===== src/rtl/dense_pkg.sv =====
// Shared types and arithmetic helpers for the dense output layer.
// Build option: define DENSE_SAT_EN to saturate scores instead of wrapping them.
package dense_pkg;

  localparam int unsigned ACC_W   = 48;
  localparam int unsigned PROD_W  = 40;
  localparam int unsigned IDX_W   = 4;
  localparam int unsigned MAX_OUT = 16;

  typedef enum logic [2:0] {
    IDLE,
    LOAD,
    MAC,
    WRITE,
    DONE
  } state_t;

  // Reduce a 48-bit accumulator to a 32-bit score.
  function automatic logic [31:0] fit32(input logic signed [ACC_W-1:0] v);
`ifdef DENSE_SAT_EN
    if (v > 48'sh0000_7FFF_FFFF) begin
      return 32'h7FFF_FFFF;
    end else if (v < 48'shFFFF_8000_0000) begin
      return 32'h8000_0000;
    end else begin
      return 32'(v);
    end
`else
    return 32'(v);
`endif
  endfunction

endpackage


===== src/rtl/dense_mac.sv =====
// Signed 32x8 multiply with 48-bit accumulate; load_bias restarts the sum from bias.
module dense_mac
  import dense_pkg::*;
(
  input  logic                    clk,
  input  logic                    clear,
  input  logic                    load_bias,
  input  logic signed [31:0]      bias,
  input  logic signed [31:0]      a,
  input  logic signed [7:0]       b,
  output logic signed [ACC_W-1:0] acc
);

  logic signed [PROD_W-1:0] prod;
  logic signed [ACC_W-1:0]  base;

  always_comb begin
    prod = PROD_W'(a) * PROD_W'(b);
    base = load_bias ? ACC_W'(bias) : acc;
  end

  always_ff @(posedge clk) begin
    if (clear) begin
      acc <= '0;
    end else begin
      acc <= base + ACC_W'(prod);
    end
  end

endmodule


===== src/rtl/dense_out_layer.sv =====
// Final fully-connected layer: streams activations/weights/biases from external
// memories and holds OUT_SIZE scores for a combinational read port.
// Build option: DENSE_SAT_EN selects saturating score conversion.
module dense_out_layer
  import dense_pkg::*;
#(
  parameter int unsigned IN_SIZE  = 64,
  parameter int unsigned OUT_SIZE = 10,
  parameter int unsigned ADDR_W   = 16
) (
  input  logic                clk,
  input  logic                rst,
  input  logic                start,
  output logic [ADDR_W-1:0]   in_addr,
  input  logic signed [31:0]  in_data,
  output logic [ADDR_W-1:0]   w_addr,
  input  logic signed [7:0]   w_data,
  output logic [ADDR_W-1:0]   b_addr,
  input  logic signed [31:0]  b_data,
  input  logic [15:0]         rd_addr,
  output logic [31:0]         rd_data,
  output logic                busy,
  output logic                done
);

  localparam logic [ADDR_W-1:0] K_LAST = ADDR_W'(IN_SIZE - 1);
  localparam logic [IDX_W-1:0]  J_LAST = IDX_W'(OUT_SIZE - 1);

  state_t                   state, state_next;
  logic [IDX_W-1:0]         j;
  logic [ADDR_W-1:0]        k;
  logic [31:0]              scores [MAX_OUT];
  logic signed [ACC_W-1:0]  acc;
  logic                     mac_on;
  logic                     mac_first;
  logic signed [31:0]       mac_a;

  // Next-state and MAC control decode.
  always_comb begin
    state_next = state;
    mac_on     = 1'b0;
    mac_first  = 1'b0;
    mac_a      = '0;
    case (state)
      IDLE:    if (start) state_next = LOAD;
      LOAD:    state_next = MAC;
      MAC: begin
        mac_on    = 1'b1;
        mac_first = (k == '0);
        mac_a     = in_data;
        if (k == K_LAST) state_next = WRITE;
      end
      WRITE:   state_next = (j == J_LAST) ? DONE : LOAD;
      DONE:    state_next = IDLE;
      default: state_next = IDLE;
    endcase
  end

  // State, counters, address generators and score file.
  always_ff @(posedge clk) begin
    if (rst) begin
      state   <= IDLE;
      j       <= '0;
      k       <= '0;
      in_addr <= '0;
      w_addr  <= '0;
      b_addr  <= '0;
      busy    <= 1'b0;
      done    <= 1'b0;
      for (int i = 0; i < int'(MAX_OUT); i++) scores[i] <= '0;
    end else begin
      state <= state_next;
      busy  <= (state_next == LOAD) || (state_next == MAC) || (state_next == WRITE);
      done  <= (state_next == DONE);
      case (state)
        IDLE: begin
          if (start) begin
            j       <= '0;
            k       <= '0;
            in_addr <= '0;
            w_addr  <= '0;
            b_addr  <= '0;
          end
        end
        LOAD: begin
          k       <= '0;
          in_addr <= in_addr + ADDR_W'(1);
          w_addr  <= w_addr + ADDR_W'(1);
        end
        MAC: begin
          // Addresses already point one ahead; the last cycle leaves w_addr at the next row.
          if (k != K_LAST) begin
            k       <= k + ADDR_W'(1);
            in_addr <= in_addr + ADDR_W'(1);
            w_addr  <= w_addr + ADDR_W'(1);
          end
        end
        WRITE: begin
          scores[j] <= fit32(acc);
          if (j != J_LAST) begin
            j       <= j + IDX_W'(1);
            b_addr  <= ADDR_W'(j) + ADDR_W'(1);
            in_addr <= '0;
          end
        end
        default: ;
      endcase
    end
  end

  // Non-MAC cycles feed a zero activation so the accumulator holds.
  dense_mac u_mac (
    .clk       (clk),
    .clear     (rst),
    .load_bias (mac_first),
    .bias      (b_data),
    .a         (mac_a),
    .b         (w_data),
    .acc       (acc)
  );

  always_comb begin
    rd_data = '0;
    if (rd_addr < 16'(OUT_SIZE)) rd_data = scores[rd_addr[IDX_W-1:0]];
  end

  logic unused_mac_on;
  assign unused_mac_on = mac_on;

endmodule


===== config.mk =====
export PLATFORM = sky130hd
export DESIGN_NAME = dense_out_layer
export DESIGN_NICKNAME = d
export VERILOG_FILES = /design/src/rtl/dense_pkg.sv /design/src/rtl/dense_mac.sv /design/src/rtl/dense_out_layer.sv
export SDC_FILE = /design/constraint.sdc
export NUM_CORES = 1
export LEC_CHECK = 0
export ABC_AREA = 1
export CORE_MARGIN = 10
export CORE_UTILIZATION = 32
export DETAILED_ROUTE_END_ITERATION = 6
export PLACE_DENSITY = 0.57
export SLEW_MARGIN = 10
export SYNTH_ARGS = -nofsm -noshare
export SYNTH_HDL_FRONTEND = slang
export SYNTH_SLANG_ARGS = --single-unit

===== constraint.sdc =====
create_clock -name clk -period 17.7 [get_ports clk]
set_input_delay 3.54 -clock clk [delete_from_list [all_inputs] [get_ports clk]]
set_output_delay 3.54 -clock clk [all_outputs]
set_load 0.005 [all_outputs]

# Word-level counts from Yosys, hierarchy flattened
# Memory sizes are Yosys's and may differ from the RTL's.
# Index checks and enable logic that the tools add are counted.
totals:
  regBits: 121
  ramBits: 512
  out_inout_bits: 82
  mem_count: 1
op_classes:
  addsub: 6
  multipliers: 1
  n_lt_le_gt_ge: 1
  eq_ne: 14
  n_mux: 29
  n_reduce_logical: 11
mem_list:
  columns: ["name", "depth", "width", "rd", "rd_clocked_by_memory_dff", "write_ports", "line_no", "source"]
  rows:
  - ["scores", 16, 32, 1, 0, 16, "dense_out_layer.sv:32", "logic [31:0] scores [MAX_OUT];"]
op_table:
  columns: ["op", "count"]
  rows:
  - ["16-bit two-way mux", 6]
  - ["32-bit two-way mux", 3]
  - ["16-bit one-hot mux with 3 select lines", 2]
  - ["16-bit one-hot mux with 4 select lines", 1]
  - ["16-bit by 1-bit adder with 16-bit output, second input constant", 3]
  - ["48-bit by 40-bit adder with 48-bit output", 1]
  - ["48-bit two-way mux", 1]
  - ["32-bit by 8-bit multiplier with 40-bit output", 1]
  - ["16-bit one-hot mux with 2 select lines", 1]
  - ["32-bit OR reduction", 1]
  - ["16-bit by 6-bit equality test with 1-bit output, second input constant", 1]
  - ["16-bit zero test", 1]
  - ["16-bit by 4-bit less-than comparator with 1-bit output, second input constant", 1]
  - ["16-bit by 6-bit != test with 1-bit output, second input constant", 1]
  - ["3-bit by 2-bit equality test with 1-bit output, second input constant", 4]
  - ["4-bit two-way mux", 3]
  - ["3-bit one-hot mux with 4 select lines", 1]
  - ["3-bit two-way mux", 3]
  - ["4-bit one-hot mux with 2 select lines", 1]
  - ["1-bit two-way mux", 7]
  - ["3-bit by 1-bit equality test with 1-bit output, second input constant", 2]
  - ["2-bit != test, second input constant", 3]
  - ["3-bit AND reduction", 2]
  - ["4-bit by 1-bit adder with 5-bit output, second input constant", 1]
  - ["10 further kinds", 11]

# Longest topological paths before layout
logic_depth:
  depth_word: 6
  mapped_depth: 28

# Cells and area by module
# From an unflattened synthesis, not the netlist that was laid out.
hier_totals:
  cells_unflattened: 4877
  area_unflattened_um2: 40754.1
modules_own_cells:
  columns: ["mod", "instances", "cells_per_inst", "area_per_inst_um2", "seq_area_each_um2"]
  rows:
  - ["dense_out_layer", 1, 2955, 26800.7, 16535.9]
  - ["dense_mac", 1, 1922, 13953.4, 960.9]

# Least setup slack after synthesis
# OpenSTA, ideal clock, no wires.
synth_path:
  path_kind: "input to output"
  start: "input port rd_addr[0]"
  end: "output port rd_data[10]"
  t_arrival_ns: 4.830
  t_required_ns: 14.160
  setup_slack_ns: 9.330
  path_stages: 7
  n_path_buf: 3
  cell_sequence: "clkbuf_1 inv_1 buf_2 clkbuf_1 nand2_1 a221o_1 a311oi_1"
synth_between:
  elab_chain_len: 2
  word_cells_on_any_way: 3
  classes_between: "1 x order compare; 1 x mux; 1 x memory"
synth_lines:
  columns: ["item", "line_no", "source"]
  rows:
  - ["start: declaration", "dense_out_layer.sv:20", "input logic [15:0] rd_addr,"]
  - ["16-bit by 4-bit less-than comparator with 1-bit output / memory read 16 x 32 bit (equally long branches)", null, null]
  - ["32-bit two-way mux *", "dense_out_layer.sv:124", "if (rd_addr < 16'(OUT_SIZE)) rd_data = scores[rd_addr[IDX_W-1:0]];"]
  - ["end: declaration", "dense_out_layer.sv:21", "output logic [31:0] rd_data,"]
# Every way passes the cells marked *; elsewhere a longest branch is shown, timed or not.

# Worst setup path in the final report
# Same ends and word-level chain as after synthesis.

==> results.sh <==
export IMPL_outcome="completed"
export IMPL_syn_avg_cell_area_um2=9.45
export IMPL_pre_cts_ws_ns=6.87
export IMPL_start_kind="input pin"
export IMPL_post_synth_num_cell_types=56
export IMPL_swShare=0.427
export IMPL_ys_async_sr_fraction=0
export IMPL_synth_simple_area_share=0.184
export IMPL_cap_violations=0
export IMPL_synthTopCellsByCount="nor2_1 (739), nand2_1 (655), edfxtp_1 (512)"
export IMPL_syn_to_final_growth_pct=14.6
export IMPL_final_util=0.371
export IMPL_cts_htree_levels=3
export IMPL_coreArea_um2=106000
export IMPL_synth_edf_count=512
export IMPL_grt_usage=0.171
export IMPL_skew_ns=0.0323
export IMPL_worstPathMaxFanout=86
export IMPL_vias=26298
export IMPL_n_fill_cell=10446
export IMPL_n_antenna_cell=0
export IMPL_yosysSeqAreaShare=0.503
export IMPL_seqPwrFrac=0.291
export IMPL_worst_pin_slew_ns=1.19
export IMPL_muxShareOfSynthArea=0
export IMPL_grt_setup_unrepaired="no"
export IMPL_finalWirelength_um=106000
export IMPL_comb_power_share=0.467
export IMPL_slew_viol_final=0
export IMPL_post_route_period_util=0.613
export IMPL_place_area_um2=36900
export IMPL_wl_per_cell_um=20.7
export IMPL_finalHoldViolations=0
export IMPL_nets=4020
export IMPL_synthAdderAreaFrac=0.137
export IMPL_clock_latency_ns=0.64
export IMPL_cts_root_buf="clkbuf_16"
export IMPL_drc=0
export IMPL_synth_xor_area_share=0.00180
export IMPL_std_cell_rows=119
export IMPL_synth_compound_area_frac=0.112
export IMPL_path_class="input pin to output port"
export IMPL_die_height_um=347
export IMPL_place_detailed_hpwl_um=67300
export IMPL_vdd_ir_drop_max_v=0.000114
export IMPL_start_util=0.323
export IMPL_cts_hold_buf=0
export IMPL_first_pass_iters=7
export IMPL_grt_overflow=0
export IMPL_yosysMostFrequentCell="nor2_1"
export IMPL_grt_pass1_wl_um=161000
export IMPL_numClockSinks=602
export IMPL_cts_tree="yes"
export IMPL_first_global_vias=26260
export IMPL_grt_max_degree=101
export IMPL_post_cts_buffers=0
export IMPL_synthTopCellsByArea="edfxtp_1 (45%), fa_1 (11%), nor2_1 (8.1%)"
export IMPL_fin_ws_ns=6.86
export IMPL_cts_inserted_buffers=71
export IMPL_timing_fmax_mhz=92.2
export IMPL_die_w_um=347
export IMPL_worstSetupEndpointType="output port"
export IMPL_powerDensity_nw_per_um2=146
export IMPL_yosysTopAreaCell="edfxtp_1"
export IMPL_synth_top_family_by_area="simple AND/OR/NAND/NOR gates"
export IMPL_syn_instance_count=3614
export IMPL_synth_flop_cell="edfxtp_1"
export IMPL_dp_cells=4985
export IMPL_clk_pin_slew_ns=0.06
export IMPL_setup_viol=0
export IMPL_cts_buffer_depth=3
export IMPL_syn_cell_area_um2=34100
export IMPL_synth_seq_cells=602
export IMPL_finalSetupTns_ns=0
export IMPL_total_power_mw=5.72
export IMPL_pin_count=173
export IMPL_power_switching_mw=2.44
export IMPL_fin_crit_ns=10.84
export IMPL_p_leak_nw=15.2
export IMPL_synth_warnings=0
export IMPL_ant_nets=0
export IMPL_whs_ns=0.479
export IMPL_drive_gt1_frac=0.0553
export IMPL_arrival_ns=7.30
export IMPL_vias_per_cell=5.14
export IMPL_place_port_buffers=161
export IMPL_gp_congestion=0.834
export IMPL_antenna_found_initial=2
export IMPL_netlist_area_leader_share=0.450
export IMPL_fin_area_um2=39100
export IMPL_required_ns=14.16
export IMPL_p_clk_frac=0.242
export IMPL_hp_class="register to register"
export IMPL_slew_headroom=0.204
export IMPL_drt_iter0_markers=2305
export IMPL_internal_power_mw=3.27
export IMPL_die_area_um2=120000
export IMPL_cts_resized_gates=0
export IMPL_stdcell_count=5113
==> worst max-delay path: stages <==
cell,delay [ns]
clkbuf_8,0.30
inv_6,0.63
buf_4,0.83
nand2_1,0.12
a22o_1,0.28
o21ai_0,0.21
nor2_1,0.08
a311oi_1,0.56
clkdlybuf4s50_1,0.64
==> cell type report <==
class                   instances  area [um^2]  share of cell area
clock buffers                  92         1920              0.0491
clock inverters                36          277             0.00707
inverters                     287         1080              0.0277
multi-input cells            2496        15000               0.382
flip-flops and latches        602        17200               0.439
well taps                    1391         1740              0.0445
repair buffers                209         1970              0.0503
==> cell families (layout without fill, tap and decap cells) <==
logic type	count (synthesis)	after routing
flip-flops	602	602
adder cells (fa/ha/maj)	262	262
buffers and inverters	526	624
other	1	11
AND/OR/NAND/NOR	1573	1573
AO/OA/AOI/OAI	643	643
XOR/XNOR	7	7
==> metal layers <==
metal	vias to the layer above	share of wire	global-route usage
li1	12207	-	-
met1	13073	0.44	0.230
met2	908	0.47	0.284
met3	110	0.070	0.0318
met4	0	0.016	0.0373
met5	-	0	0
==> registers in the layout, indices dropped and copies added (netlist names) <==
name       flops
done           1
busy           1
scores       512
state          3
w_addr        16
k             16
b_addr         2
u_mac.acc     32
j              3
in_addr       16
==> power by group through the flow <==
stage               Clock (mW)  Sequential [mW]  Combinational (mW)
finish                    1.38             1.66                2.67
detailed placement           0             1.69                2.64
global placement             0             1.69                2.63
global route              1.46             1.67                3.07
floorplan                    0             1.69                1.91
CTS                       1.40             1.66                2.67
==> path summary, 6_finish.rpt <==
path | from | to | slack, ns | cells past startpoint
max reg2reg | state[1] | u_mac.acc[19] | 10.73 | 24
min | w_addr[6] | w_addr[6] | 0.48 | 1
max | rd_addr[0] | rd_data[10] | 6.86 | 9
min reg2reg | w_addr[6] | w_addr[6] | 0.48 | 1
==> placed cells by master, fill, tap and decap left out, types with 3 or more instances in the layout <==
master	instances
nor2_4	6
a31oi_1	4
ha_1	75
conb_1	11
clkbuf_16	71
clkbuf_8	7
a311oi_1	53
nand3_2	4
inv_1	240
inv_6	3
o21a_1	3
a2bb2oi_1	3
a21oi_1	329
a22oi_1	66
nand4_1	17
a211oi_1	5
a221oi_1	10
a221o_1	6
nor3_2	4
nand3_1	86
clkinv_1	50
edfxtp_1	512
nand2_1	651
nand2_2	19
a21o_1	4
fa_1	187
buf_4	49
o21ai_0	127
a22o_1	22
clkinv_2	11
inv_2	10
nor4_1	9
o21bai_1	3
dfxtp_1	90
clkdlybuf4s50_1	158
clkbuf_1	14
nor3_1	25
xor2_1	6
nor2_1	739
Note: power is estimated with default switching activity, not from simulation.
